<file path="src/rtl/vend_pkg.sv">
// Shared types and coin helpers for the vending credit controller.
package vend_pkg;

  typedef enum logic [1:0] {
    ST_IDLE    = 2'd0,
    ST_COLLECT = 2'd1,
    ST_VEND    = 2'd2,
    ST_CHANGE  = 2'd3
  } state_t;

  localparam logic [1:0] COIN_NONE = 2'b00;
  localparam logic [1:0] COIN_V1   = 2'b01;
  localparam logic [1:0] COIN_V2   = 2'b10;
  localparam logic [1:0] COIN_V3   = 2'b11;

  function automatic int coin_value(input logic [1:0] code, input int v1, input int v2,
                                    input int v3);
    case (code)
      COIN_V1: return v1;
      COIN_V2: return v2;
      COIN_V3: return v3;
      default: return 0;
    endcase
  endfunction

  // Greedy pick: largest denomination not exceeding the amount still owed.
  function automatic logic [1:0] largest_coin(input int amount, input int v1, input int v2,
                                              input int v3);
    if (amount >= v3)      return COIN_V3;
    else if (amount >= v2) return COIN_V2;
    else if (amount >= v1) return COIN_V1;
    else                   return COIN_NONE;
  endfunction

endpackage

</file>
<file path="src/rtl/vend_change_disp.sv">
// Greedy change dispenser: pays out a loaded amount one coin at a time over valid/ready.
module vend_change_disp
  import vend_pkg::*;
#(
  parameter int CREDIT_W = 8,
  parameter int VAL1     = 5,
  parameter int VAL2     = 10,
  parameter int VAL3     = 25
) (
  input  logic                clk,
  input  logic                reset_n,
  input  logic                i_load,
  input  logic [CREDIT_W-1:0] i_amount,
  input  logic                i_change_ready,
  output logic                o_done,
  output logic                o_change_valid,
  output logic [1:0]          o_change_coin
);

  logic [CREDIT_W-1:0] r_remaining;
  logic                r_valid;
  logic [1:0]          r_coin;

  logic                w_fire;
  logic [CREDIT_W-1:0] w_paid;
  logic [CREDIT_W-1:0] w_left;

  assign w_fire = r_valid && i_change_ready;
  assign w_paid = CREDIT_W'(coin_value(r_coin, VAL1, VAL2, VAL3));
  assign w_left = r_remaining - w_paid;
  assign o_done = w_fire && (w_left == '0);

  always_ff @(posedge clk or negedge reset_n) begin
    if (!reset_n) begin
      r_remaining <= '0;
      r_valid     <= 1'b0;
      r_coin      <= COIN_NONE;
    end else if (i_load) begin
      r_remaining <= i_amount;
      r_valid     <= (i_amount != '0);
      r_coin      <= largest_coin(32'(i_amount), VAL1, VAL2, VAL3);
    end else if (w_fire) begin
      r_remaining <= w_left;
      r_valid     <= (w_left != '0);
      r_coin      <= largest_coin(32'(w_left), VAL1, VAL2, VAL3);
    end
  end

  assign o_change_valid = r_valid;
  assign o_change_coin  = r_coin;

  // The hopper may sample the coin on any cycle it is offered, so it must not move.
  assert property (@(posedge clk) disable iff (!reset_n)
                   (o_change_valid && !i_change_ready) |=> $stable(o_change_coin));

endmodule

</file>
<file path="src/rtl/vend_credit_ctrl.sv">
// Vending controller: credit accumulation, vend pulse, refund/timeout and change payout.
module vend_credit_ctrl
  import vend_pkg::*;
#(
  parameter int CREDIT_W    = 8,
  parameter int VAL1        = 5,
  parameter int VAL2        = 10,
  parameter int VAL3        = 25,
  parameter int PRICE       = 15,
  parameter int TIMEOUT_CYC = 1000
) (
  input  logic                clk,
  input  logic                reset_n,
  input  logic                coin_valid,
  input  logic [1:0]          coin,
  input  logic                cancel,
  output logic                coin_accept,
  output logic                coin_reject,
  output logic                vend,
  output logic                change_valid,
  output logic [1:0]          change_coin,
  input  logic                change_ready,
  output logic [CREDIT_W-1:0] credit,
  output logic                busy
);

  localparam int CREDIT_MAX = (1 << CREDIT_W) - 1;

  if ((VAL1 <= 0) || ((VAL2 % VAL1) != 0) || ((VAL3 % VAL1) != 0) ||
      ((PRICE % VAL1) != 0) || (PRICE <= 0) || (PRICE > CREDIT_MAX)) begin : g_bad_cfg
    $error("vend_credit_ctrl: VAL1 must divide VAL2, VAL3 and PRICE; PRICE must fit CREDIT_W");
  end

  state_t              r_state;
  state_t              w_state_next;
  logic [CREDIT_W-1:0] r_credit;
  logic [CREDIT_W-1:0] w_credit_next;
  logic                r_accept;
  logic                r_reject;
  logic                r_vend;
  logic                r_busy;
  logic                w_accept;
  logic                w_reject;
  logic                w_vend;
  logic                w_load;
  logic [CREDIT_W-1:0] w_load_amount;
  logic                w_done;
  logic                w_coin_event;
  logic                w_timeout;
  logic                w_handshake;
  int                  w_sum;
  logic [CREDIT_W-1:0] w_remainder;
  logic [CREDIT_W-1:0] w_paid;

  assign w_coin_event = coin_valid && (coin != COIN_NONE);
  assign w_sum        = int'(r_credit) + coin_value(coin, VAL1, VAL2, VAL3);
  assign w_remainder  = r_credit - CREDIT_W'(PRICE);
  assign w_handshake  = change_valid && change_ready;
  assign w_paid       = CREDIT_W'(coin_value(change_coin, VAL1, VAL2, VAL3));

  // Counts idle COLLECT cycles; any coin event or leaving COLLECT restarts it.
  if (TIMEOUT_CYC > 0) begin : g_timeout
    localparam int TW = (TIMEOUT_CYC > 1) ? $clog2(TIMEOUT_CYC) : 1;
    logic [TW-1:0] r_idle_cnt;

    always_ff @(posedge clk or negedge reset_n) begin
      if (!reset_n)
        r_idle_cnt <= '0;
      else if ((r_state != ST_COLLECT) || w_coin_event)
        r_idle_cnt <= '0;
      else if (!w_timeout)
        r_idle_cnt <= r_idle_cnt + 1'b1;
    end

    assign w_timeout = (r_state == ST_COLLECT) && !w_coin_event &&
                       (r_idle_cnt == TW'(TIMEOUT_CYC - 1));
  end else begin : g_no_timeout
    assign w_timeout = 1'b0;
  end

  always_comb begin
    w_state_next  = r_state;
    w_credit_next = r_credit;
    w_accept      = 1'b0;
    w_reject      = 1'b0;
    w_vend        = 1'b0;
    w_load        = 1'b0;
    w_load_amount = r_credit;
    case (r_state)
      ST_IDLE: begin
        if (w_coin_event) begin
          if (w_sum > CREDIT_MAX) begin
            w_reject = 1'b1;
          end else begin
            w_accept      = 1'b1;
            w_credit_next = CREDIT_W'(w_sum);
            w_state_next  = (w_sum >= PRICE) ? ST_VEND : ST_COLLECT;
          end
        end
      end
      ST_COLLECT: begin
        if (cancel || w_timeout) begin
          // Refund wins over a coin arriving in the same cycle.
          w_reject      = w_coin_event;
          w_load        = 1'b1;
          w_load_amount = r_credit;
          w_state_next  = ST_CHANGE;
        end else if (w_coin_event) begin
          if (w_sum > CREDIT_MAX) begin
            w_reject = 1'b1;
          end else begin
            w_accept      = 1'b1;
            w_credit_next = CREDIT_W'(w_sum);
            if (w_sum >= PRICE) w_state_next = ST_VEND;
          end
        end
      end
      ST_VEND: begin
        w_vend        = 1'b1;
        w_reject      = w_coin_event;
        w_credit_next = w_remainder;
        if (w_remainder != '0) begin
          w_load        = 1'b1;
          w_load_amount = w_remainder;
          w_state_next  = ST_CHANGE;
        end else begin
          w_state_next = ST_IDLE;
        end
      end
      ST_CHANGE: begin
        w_reject = w_coin_event;
        if (w_handshake) w_credit_next = r_credit - w_paid;
        if (w_done) w_state_next = ST_IDLE;
      end
      default: w_state_next = ST_IDLE;
    endcase
  end

  always_ff @(posedge clk or negedge reset_n) begin
    if (!reset_n) begin
      r_state  <= ST_IDLE;
      r_credit <= '0;
      r_accept <= 1'b0;
      r_reject <= 1'b0;
      r_vend   <= 1'b0;
      r_busy   <= 1'b0;
    end else begin
      r_state  <= w_state_next;
      r_credit <= w_credit_next;
      r_accept <= w_accept;
      r_reject <= w_reject;
      r_vend   <= w_vend;
      r_busy   <= (w_state_next != ST_IDLE);
    end
  end

  vend_change_disp #(
    .CREDIT_W(CREDIT_W),
    .VAL1    (VAL1),
    .VAL2    (VAL2),
    .VAL3    (VAL3)
  ) u_change_disp (
    .clk           (clk),
    .reset_n       (reset_n),
    .i_load        (w_load),
    .i_amount      (w_load_amount),
    .i_change_ready(change_ready),
    .o_done        (w_done),
    .o_change_valid(change_valid),
    .o_change_coin (change_coin)
  );

  assign coin_accept = r_accept;
  assign coin_reject = r_reject;
  assign vend        = r_vend;
  assign credit      = r_credit;
  assign busy        = r_busy;

endmodule
</file>
<file path="config.mk">
export PLATFORM = sky130hd
export DESIGN_NAME = vend_credit_ctrl
export DESIGN_NICKNAME = d
export VERILOG_FILES = /design/src/rtl/vend_pkg.sv /design/src/rtl/vend_change_disp.sv /design/src/rtl/vend_credit_ctrl.sv
export SDC_FILE = /design/constraint.sdc
export NUM_CORES = 1
export LEC_CHECK = 0
export ABC_AREA = 1
export BUFFER_PORTS_ARGS = -buffer_cell sky130_fd_sc_hd__buf_2
export CAP_MARGIN = 20
export CORE_ASPECT_RATIO = 1.75
export CORE_MARGIN = 5
export CORE_UTILIZATION = 37
export CTS_CLUSTER_DIAMETER = 60
export DETAILED_ROUTE_END_ITERATION = 8
export GPL_TIMING_DRIVEN = 0
export SYNTH_ARGS = -nofsm -noshare
export SYNTH_HDL_FRONTEND = slang
export SYNTH_HIERARCHICAL = 1
export SYNTH_SLANG_ARGS = --single-unit
export TNS_END_PERCENT = 10
</file>
<file path="constraint.sdc">
create_clock -name clk -period 3.5 [get_ports clk]
set_clock_uncertainty 0.2 [all_clocks]
set_input_delay 0.35 -clock clk [delete_from_list [all_inputs] [get_ports clk]]
set_output_delay 0.35 -clock clk [all_outputs]
set_load 0.005 [all_outputs]
</file>
==> results.py <==
metrics = {
    "outcome": {
        "outcome": "complete, no violations",
    },
    "power_and_ir_drop": {
        "powerDensity_nw_per_um2": 1140,
        "power_mw": 4.089,
        "p_leak_nw": 1.881,
        "irDropWorstVdd_mv": 0.4041,
    },
    "die": {
        "die_area_um2": 10560,
        "die_y_um": 132.2,
        "core_area_um2": 8313,
        "row_count": 44,
        "start_util_pct": 38.00,
        "dieWidth_um": 79.85,
        "io_pins": 22,
    },
    "sta": {
        "min_period_ns": 3.255,
        "final-hold-violation-count": 0,
        "slew_headroom_pct": 45.37,
        "rsz0062_at_grt": "no",
        "hold_ws_ns": 0.1407,
        "finalCritPeriodShare_pct": 93.00,
        "setup_slack_ns": 0.2451,
        "timing.setup.tns_ns": 0,
        "worst_pin_slew_ns": 0.8195,
        "fmax_mhz": 307.2,
        "drv_slew": 0,
        "finalSetupViolCount": 0,
    },
    "synthesis": {
        "netlist.area_leader.share_pct": 27.72,
        "synthesis.area_um2": 3159,
        "synth_ff_type": "dfrtp_1",
        "ys_async_sr_fraction_pct": 100.0,
        "synth-edff-count": 0,
        "seq_area_frac_synth_pct": 27.72,
        "syn_inst": 469,
        "yosysUniqueCellTypes": 39,
        "ys_seq_elements": 35,
        "ys.warnings.count": 6,
        "synth_nets": 501,
        "syn_avg_cell_area_um2": 6.736,
        "synth_top_area_cell": "dfrtp_1",
        "synth.area.top_cells": "dfrtp_1 (28%), nand2_1 (16%), ha_1 (8.7%), inv_1 (8.1%), nand3_1 (6.2%)",
    },
    "critical_path": {
        "startpoint": "credit[1]",
        "timing.rr.start": "credit[1]",
        "cpMostUsedCell": "nand2_1",
        "reg2reg_depth": 18,
        "r2r-end": "u_change_disp/o_change_coin[0]",
        "rrSetupSlack_ns": 0.25,
        "crit_path_max_incr_delay_ns": 0.58,
        "critPathSlowestCell": "dfrtp_1",
        "crit_fanout": 10,
        "start_kind": "flop",
        "worstPathCellList": "ha_1, nand2_1, inv_1, nand2_1, nand2_1, nand2_1, nand3_1, nor2_1, nand3_1, nand2_2, a21boi_0, buf_2, inv_1, nand2_1, inv_1, a41oi_1, nand2_1, nand2_1",
        "end_kind": "flop",
        "cp.arrival_ns": 3.28,
        "crit_end": "u_change_disp/o_change_coin[0]",
        "cp.required_ns": 3.52,
        "critPathKind": "reg2reg",
    },
    "clock_network": {
        "cts_sinks": 35,
        "cts_buffer_depth": 2,
        "clk_latency_ns": 0.28,
        "cts-root-buf": "clkbuf_16",
        "cts_tree": "yes",
        "cts_max_level": 2,
        "clk_pin_slew_worst_paths_ns": 0.06,
        "cts_made_buffers": 5,
        "cts_setup_buffers": 0,
    },
    "placed_design": {
        "port_buffers": 21,
        "dp.cells": 605,
        "placed_area_um2": 3408,
        "hpwlAfterDp_mm": 6.757,
        "dp_worst_setup_slack_ns": 0.3230,
        "gp_congestion": 0.8723,
    },
    "route": {
        "drtPass1Iterations": 4,
        "drc": 0,
        "routed_wl_mm": 8.457,
        "ant_nets": 0,
        "vias": 3114,
        "drt_iter0_markers": 121,
        "wl_per_cell_um": 13.77,
        "vias_per_cell": 5.072,
    },
    "layout": {
        "final_common_cell": "nand2_1",
        "n_antenna_cell": 0,
        "final_area_um2": 3587,
        "nFillCells": 893,
        "fin_util_pct": 43.15,
        "stdcell_count": 614,
        "drive_above_1_share_pct": 14.63,
        "layout-area-overhead-vs-synth_pct": 13.54,
        "finalNetCount": 530,
        "final_cell_mix": "nand2_1 (137), inv_1 (68), nor2_1 (42)",
    },
    "global_routing": {
        "top_usage_layer": "met2",
        "globalRouteMet2Util_pct": 32.05,
        "grt_pass1_vias": 3173,
        "gr-total-overflow": 0,
        "grt_max_degree": 36,
        "use_met1_pct": 16.16,
        "met3_usage_pct": 1.915,
        "grt_pass1_wl_mm": 14.01,
        "antenna_found_initial": 0,
        "grt_use_total_pct": 16.85,
    },
    "hold_path": {
        "hp-class": "in2reg",
        "hold_start": "cancel",
    },
    "flow_run": {
        "maxCapViolCount": 0,
    },
}
repair_timing:
item / in CTS / in global routing
hold endpoints to repair: 2 / 0
resized for setup: 0 / 0
hold buffers: 1 / 0
state kept, by name (all words and copies together) (netlist names):
signal and count:
vend 1, coin_reject 1, u_change_disp/r_remaining 8, credit 8
coin_accept 1, u_change_disp/o_change_valid 1, g_timeout.r_idle_cnt 10, r_state 2
busy 1, u_change_disp/o_change_coin 2
critical path, delay by kind of cell, from the launching register on:
family,cells,cell delay (ns)
fa+ha+maj,1,0.25
simple gates,11,1.08
compound gates,2,0.40
buf+inv,4,0.69
flops,1,0.58
how the worst min path moves through the flow:
stage                                         endpoint  slack, ns  depth (start not counted)
final                                      coin_accept       0.14                          4
after global routing                       coin_accept       0.15                          4
after CTS                                  coin_accept       0.15                          4
after detailed placement  u_change_disp/r_remaining[4]       0.29                          2
after global placement    u_change_disp/r_remaining[4]       0.28                          2
after floorplan                                   busy      -0.15                          0
report_power, final:
group          internal (mW)  switching (mW)  total, mW  leakage, nW
Clock                  0.336           0.175      0.511       0.0838
Combinational           1.00            1.83       2.83         1.35
Sequential             0.562           0.188      0.750        0.442
Total                   1.90            2.19       4.09         1.88
logic make-up (layout without fill, tap and decap cells):
kind of cell / count (synthesis) / after routing / share of synthesized area, %
simple gates: 258 / 258 / 36.75
buf+inv: 78 / 108 / 9.623
compound gates: 67 / 67 / 13.62
flops: 35 / 35 / 27.72
fa+ha+maj: 25 / 25 / 10.61
xor+xnor: 6 / 6 / 1.663
cells in the mapped netlist, drive strengths merged (5+ instances only):
master    n
nand3    43
nand2   151
nand4     7
ha       22
inv      71
a21oi    20
nor2     47
o21ai    24
o221ai    8
dfrtp    35
buf       5
area by class of cell:
class	count	area (um2)	share of cell area, %
Multi-Input combinational cell	356	1979	55.18
Sequential cell	35	875.8	24.42
Inverter	71	266.5	7.429
Tap cell	115	143.9	4.011
Clock buffer	5	125.1	3.488
Timing Repair Buffer	22	115.1	3.209
Clock inverter	3	43.79	1.221
Buffer	7	37.54	1.046
per-layer routing:
layer	routed length, um	vias to the layer above
met3	205	31
met1	3065	1444
li1	-	1576
met4	490	0
met2	4696	63
met5	0	-
(Power assumes the default switching activity.)
